$ cat src/rtl/intr_ctrl_if.sv
// intr_ctrl_if: interrupt sources, mask write, CPU acknowledge and presentation outputs of intr_ctrl
interface intr_ctrl_if #(
    parameter int N_SRC = 8,
    parameter int ID_W  = $clog2(N_SRC)
);
    logic [N_SRC-1:0] SRC;
    logic             MASK_WE;
    logic [N_SRC-1:0] MASK_IN;
    logic             ACK;
    logic             INTR_SET;
    logic [ID_W-1:0]  INTR_ID;
    logic [N_SRC-1:0] PENDING;
    logic             BUSY;
    modport master (output SRC, MASK_WE, MASK_IN, ACK, input INTR_SET, INTR_ID, PENDING, BUSY);
    modport slave (input SRC, MASK_WE, MASK_IN, ACK, output INTR_SET, INTR_ID, PENDING, BUSY);
endinterface

$ cat src/rtl/intr_ctrl.sv
// intr_ctrl: synchronized edge-triggered interrupt collector with fixed-priority presentation to a CPU
module intr_ctrl #(
    parameter int N_SRC = 8,
    parameter int ID_W  = $clog2(N_SRC)
) (
    input  logic       CLK,
    input  logic       RST_N,
    intr_ctrl_if.slave bus
);
    typedef enum logic {IDLE, WAIT_ACK} state_t;
    state_t state, state_n;
    logic [N_SRC-1:0] sync1, sync2, edge_q, pend, mask, rise, clr, elig;
    logic [2:0] vld;
    logic [ID_W-1:0] id_q, id_n, sel;
    logic set_q, set_n;
    // vld holds off edge detection until edge_q has loaded a synchronized sample after reset
    assign rise = sync2 & ~edge_q & {N_SRC{vld[2]}};
    assign elig = pend & mask;
    assign clr = (state == WAIT_ACK && bus.ACK) ? N_SRC'(1) << id_q : '0;
    always_comb begin
        sel = '0;
        for (int i = N_SRC - 1; i >= 0; i--) sel = elig[i] ? ID_W'(i) : sel;
    end
    always_comb begin
        set_n = state == IDLE && |elig;
        id_n = set_n ? sel : id_q;
        state_n = set_n ? WAIT_ACK : (state == WAIT_ACK && bus.ACK) ? IDLE : state;
    end
    always_ff @(posedge CLK or negedge RST_N)
        if (!RST_N) state <= IDLE;
        else state <= state_n;
    // a rising edge in the same cycle as the clear wins, so no event is lost
    always_ff @(posedge CLK or negedge RST_N) begin
        if (!RST_N) begin
            sync1 <= '0;
            sync2 <= '0;
            edge_q <= '0;
            vld <= '0;
            pend <= '0;
            mask <= '0;
            set_q <= 1'b0;
            id_q <= '0;
        end else begin
            sync1 <= bus.SRC;
            sync2 <= sync1;
            edge_q <= sync2;
            vld <= {vld[1:0], 1'b1};
            pend <= (pend & ~clr) | rise;
            if (bus.MASK_WE) mask <= bus.MASK_IN;
            set_q <= set_n;
            id_q <= id_n;
        end
    end
    assign bus.INTR_SET = set_q;
    assign bus.INTR_ID = id_q;
    assign bus.PENDING = pend;
    assign bus.BUSY = state == WAIT_ACK;
endmodule

$ cat src/flat_wrapper.sv
// flat-port wrapper written by rule: the top's interface ports become plain ports
module intr_ctrl_flat 
#(
    parameter int N_SRC = 8,
    parameter int ID_W  = $clog2(N_SRC)
)
  (CLK, RST_N, bus_SRC, bus_MASK_WE, bus_MASK_IN, bus_ACK, bus_INTR_SET, bus_INTR_ID, bus_PENDING, bus_BUSY);
  intr_ctrl_if #(.N_SRC(N_SRC), .ID_W(ID_W)) bus_i ();
  input  logic CLK;
  input  logic RST_N;
  input wire logic [$bits(bus_i.SRC)-1:0] bus_SRC;
  input wire logic [$bits(bus_i.MASK_WE)-1:0] bus_MASK_WE;
  input wire logic [$bits(bus_i.MASK_IN)-1:0] bus_MASK_IN;
  input wire logic [$bits(bus_i.ACK)-1:0] bus_ACK;
  output wire logic [$bits(bus_i.INTR_SET)-1:0] bus_INTR_SET;
  output wire logic [$bits(bus_i.INTR_ID)-1:0] bus_INTR_ID;
  output wire logic [$bits(bus_i.PENDING)-1:0] bus_PENDING;
  output wire logic [$bits(bus_i.BUSY)-1:0] bus_BUSY;
  assign bus_i.SRC = bus_SRC;
  assign bus_i.MASK_WE = bus_MASK_WE;
  assign bus_i.MASK_IN = bus_MASK_IN;
  assign bus_i.ACK = bus_ACK;
  assign bus_INTR_SET = bus_i.INTR_SET;
  assign bus_INTR_ID = bus_i.INTR_ID;
  assign bus_PENDING = bus_i.PENDING;
  assign bus_BUSY = bus_i.BUSY;
  intr_ctrl #(.N_SRC(N_SRC), .ID_W(ID_W)) u_core (.CLK(CLK), .RST_N(RST_N), .bus(bus_i));
endmodule
$ cat config.mk
export PLATFORM = sky130hd
export DESIGN_NAME = intr_ctrl_flat
export DESIGN_NICKNAME = d
export VERILOG_FILES = /design/src/rtl/intr_ctrl_if.sv /design/src/rtl/intr_ctrl.sv /design/src/flat_wrapper.sv
export SDC_FILE = /design/constraint.sdc
export NUM_CORES = 1
export LEC_CHECK = 0
export CAP_MARGIN = 20
export CELL_PAD_IN_SITES_DETAIL_PLACEMENT = 0
export CELL_PAD_IN_SITES_GLOBAL_PLACEMENT = 1
export CORE_ASPECT_RATIO = 0.7
export CORE_MARGIN = 2
export CORE_UTILIZATION = 40
export DETAILED_ROUTE_END_ITERATION = 16
export PLACE_DENSITY_LB_ADDON = 0.15
export SLEW_MARGIN = 20
export SYNTH_ARGS = -nofsm -noshare
export SYNTH_HDL_FRONTEND = slang
export SYNTH_SLANG_ARGS = --single-unit
$ cat constraint.sdc
create_clock -name CLK -period 2.8 [get_ports CLK]
set_input_delay 0.56 -clock CLK [delete_from_list [all_inputs] [get_ports CLK]]
set_output_delay 0.56 -clock CLK [all_outputs]
set_load 0.05 [all_outputs]
# After elaboration in Yosys (flattened, before gate mapping)
# Index checks and enable logic that the tools add are counted.
[totals]
output_inout_bits = 13
memories = 0
ramBits = 0
reg_bits = 48
input_bits = 20
latchBits = 0
romBits = 0
word_cells = 33
[op_classes]
order_cmp = 0
n_addsub = 0
mux = 11
n_bitwise = 8
div_mod_pow = 0
n_mul = 0
shifts = 1
n_eq_ne = 0
reduce_logical = 4
[ops]
columns = ["operator", "n"]
rows = [
  ["bitwise AND 8 bit", 4],
  ["two-way mux 3 bit", 8],
  ["NOT 8 bit", 2],
  ["two-way mux 8 bit", 1],
  ["bitwise OR 8 bit", 1],
  ["OR reduction 8 bit", 1],
  ["<< shifter 1 x 3 -> 8 bit (first input constant)", 1],
  ["logical AND 1 bit", 2],
  ["two-way mux 1 bit", 2],
  ["nonzero test 2 bit", 1],
  ["NOT 1 bit", 1],
]

# Longest topological paths before layout
[logic_depth]
ltp_word = 9
depth_mapped = 4
depth_no_buf = 4

# Worst setup path after synthesis
# OpenSTA, ideal clock, no wires.
[synth_path]
kind = "flip-flop to flip-flop"
startpoint = "reg u_core.pend[5], in the netlist u_core.bus.PENDING[5]"
endpoint = "reg u_core.state, in the netlist u_core.bus.BUSY"
path_stages_with_launch = 4
required_ns = 2.657
arrival_time_ns = 1.422
n_path_buf = 0
path_slack_ns = 1.235
synth_period_minus_slack_ns = 1.565
path_cell_list = "dfrtp_1 -> a22o_4 -> o41ai_4 -> o21ai_0"
[synth_between]
elab_chain_len = 4
word_cells_on_any_way = 5
[synth_lines]
columns = ["item", "line_no", "text"]
rows = [
  ["start: declaration", "intr_ctrl.sv:12", "logic [N_SRC-1:0] sync1, sync2, edge_q, pend, mask, rise, clr, elig;"],
  ["start signal: assignment", "intr_ctrl.sv:48", "pend <= (pend & ~clr) | rise;"],
  ["bitwise AND 8 bit *", "intr_ctrl.sv:18", "assign elig = pend & mask;"],
  ["OR reduction 8 bit *", "intr_ctrl.sv:25", "set_n = state == IDLE && |elig;"],
  ["logical AND 1 bit *", "intr_ctrl.sv:25", ""],
  ["two-way mux 1 bit or nonzero test 2 bit (tied branches)", "n/a", ""],
  ["end signal: assignment", "intr_ctrl.sv:31", "else state <= state_n;"],
  ["end: declaration", "intr_ctrl.sv:11", "state_t state, state_n;"],
]
# Every way passes the cells marked *; elsewhere a longest branch is shown, timed or not.
# A chain may end at the register's enable or synchronous reset.

# Worst setup path after layout
[layout_path]
startpoint = "reg u_core.id_q[0], in the netlist u_core.bus.INTR_ID[0]"
endpoint = "out bus_INTR_ID[0]"
[layout_lines]
columns = ["item", "line_no", "text"]
rows = [
  ["start: declaration", "intr_ctrl.sv:14", "logic [ID_W-1:0] id_q, id_n, sel;"],
  ["start signal: assignment", "intr_ctrl.sv:51", "id_q <= id_n;"],
  ["end: declaration", "flat_wrapper.sv:16", "output wire logic [$bits(bus_i.INTR_ID)-1:0] bus_INTR_ID;"],
]
# No word-level cell between the ends.

==> results.json <==
{
  "outcome": "finished clean",
  "detail-route-antenna-nets": 0,
  "synth-warning-count": 0,
  "syn_area_per_cell_um2": 14.3,
  "drt_iter0_drc": 38,
  "finClkSkew_ps": 6.31,
  "synth_area_leaders": "dfrtp_1 73%, mux2_2 5.5%, nand3b_1 3.6%, nand2_1 3.4%, o21ai_0 3.0%",
  "syn_inst": 115,
  "final_cell_mix": "48 x dfrtp_1, 31 x clkdlybuf4s50_1, 15 x nand2_1",
  "required_ps": 2240,
  "multi_input_area_um2": 429,
  "final_cells": 204,
  "hp-class": "input port to asynchronous set/reset pin",
  "die_area_mm2": 0.00466,
  "post-route-period-util_pct": 76.6,
  "cts_root_buffer": "clkbuf_8",
  "crit_slowest_cell": "clkdlybuf4s50_1",
  "nNetsFinal": 172,
  "drv_cap": 0,
  "areaGrowthSynthToFinish_pct": 28.3,
  "synth_edf_count": 0,
  "globalplace.congestion": 0.853,
  "io-pin-count": 33,
  "gr-usage-all-layers_pct": 14.9,
  "clk_pin_slew_ps": 80,
  "regArea_mm2": 0.00120,
  "cp_top_family": "buffers and inverters",
  "wl_mm": 2.95,
  "firstDrtPassIters": 4,
  "tightest_slew_ps": 570,
  "cp.arrival_ps": 1590,
  "fp.dieW_um": 80.7,
  "grt_antenna_before_repair": 0,
  "ys_types": 21,
  "numCtsBuffers": 5,
  "route.detailed.drc": 0,
  "initial_utilization_pct": 41.8,
  "leakagePower_nw": 0.891,
  "hold_viol": 0,
  "layout-drive-gt1-share_pct": 12.5,
  "core_area_mm2": 0.00395,
  "vdd_drop_max_mv": 0.464,
  "synth_nets": 135,
  "fin_crit_ps": 2150,
  "num_antenna_cells": 0,
  "setup_violations": 0,
  "finalSetupTns_ps": 0,
  "slowest_delay_ps": 840,
  "relSlewSlack_pct": 62.0,
  "routedWlPerCell_um": 14.4,
  "cts_buffer_depth": 2,
  "avgViaCountPerCell": 4.89,
  "crit_type": "register to output port",
  "cts_setup_buffers": 0,
  "fin_util_pct": 53.6,
  "tritoncts": "built",
  "slew_violations": 0,
  "postCtsHoldBufs": 0,
  "grt_pass1_wl_mm": 4.97,
  "finalPower_w": 0.00213,
  "cp_num_buf_inv": 1,
  "synth-seq-cells": 48,
  "post_cts_resized": 0,
  "powerDensity_mw_per_mm2": 1010,
  "htreeDepth": 2,
  "yosys.area.top_type_share_pct": 72.8,
  "fillers": 360,
  "preCtsSetupSlack_ps": 968,
  "dp.cells": 197,
  "ys.flop_type": "dfrtp_1",
  "cts.sinks": 48,
  "dp_hpwl_mm": 2.12,
  "num_vias": 997,
  "path_cells": "clkdlybuf4s50_1",
  "fmax_mhz": 466,
  "synth_area_mm2": 0.00165,
  "rsz0062_at_grt": "false",
  "port_buffers": 32,
  "num_rows": 19,
  "crit_path_end_kind": "output port",
  "crit_path_max_fanout": 7,
  "cp-start-kind": "register",
  "die_h_um": 57.7,
  "grt_pass1_vias": 976,
  "clk_latency_ps": 300,
  "final_common_cell": "dfrtp_1",
  "timing.final.ws_setup_ps": 655,
  "ys_seq_area_share_pct": 72.8,
  "yosys.area.top_type": "dfrtp_1",
  "async_flop_share_pct": 100,
  "grt_max_degree": 49,
  "grt_overflow": 0
}
layout make-up:
| cell class | count | area share, % |
|---|---|---|
| sequential | 48 | 56.8 |
| multi-input combinational | 62 | 20.3 |
| timing repair buffer | 32 | 15.0 |
| clock buffer | 6 | 3.90 |
| tap | 52 | 3.08 |
| inverter | 3 | 0.532 |
| clock inverter | 1 | 0.414 |
final timing paths:
check	from	to	slack, ps	depth (start not counted)
max	u_core.bus.INTR_ID[0]	bus_INTR_ID[0]	650	1
min	RST_N	u_core.vld[0]	250	1
min in group CLK	u_core.vld[1]	u_core.vld[2]	350	0
min reg2reg	u_core.vld[1]	u_core.vld[2]	350	0
max reg2reg	u_core.bus.PENDING[5]	u_core.bus.BUSY	1370	3
max in group asynchronous	RST_N	u_core.edge_q[4]	2170	1
layer usage:
metal	vias up	track usage [%]	wire length, um
met4	0	4.36	32
met2	26	19.8	1270
met5	-	0	0
met1	499	22.1	1470
met3	4	6.70	176
li1	468	-	-
where the power goes:
| part | switching, W | internal, W | total [W] |
|---|---|---|---|
| Clock | 0.000226 | 0.000197 | 0.000423 |
| Combinational | 0.000496 | 0.000282 | 0.000778 |
| Sequential | 0.000119 | 0.000809 | 0.000928 |
per-stage QoR:
step,hold WS (ps),instance area [um^2]
finish,255,2120
global route,286,2120
CTS,354,2110
detailed placement,335,2020
global placement,334,2020
floorplan,264,1650
synth_stat cells, types with 2 or more instances:
cell,n
nand3b_1,8
clkbuf_1,2
nand2_1,15
o21ai_0,10
inv_1,3
a31oi_1,2
dfrtp_1,48
a22o_1,2
mux2_2,8
nor2_1,3
a32o_1,2
o31ai_1,3
flip-flops by register name, summed over array words and instances, names as in the netlist:
register	count
u_core.bus.PENDING	8
u_core.sync2	8
u_core.bus.INTR_ID	3
u_core.bus.BUSY	1
u_core.bus.INTR_SET	1
u_core.mask	8
u_core.edge_q	8
u_core.sync1	8
u_core.vld	3
kinds of logic (layout without fill, tap and decap cells):
group	after synthesis	in the layout	synth area share, %
AOI/OAI and AO/OA	24	24	11.5
DFF	48	48	72.8
buffers and inverters	5	42	1.14
other	1	1	0.227
muxes	8	8	5.46
and+or+nand+nor	29	29	8.80
(Power assumes the default switching activity.)
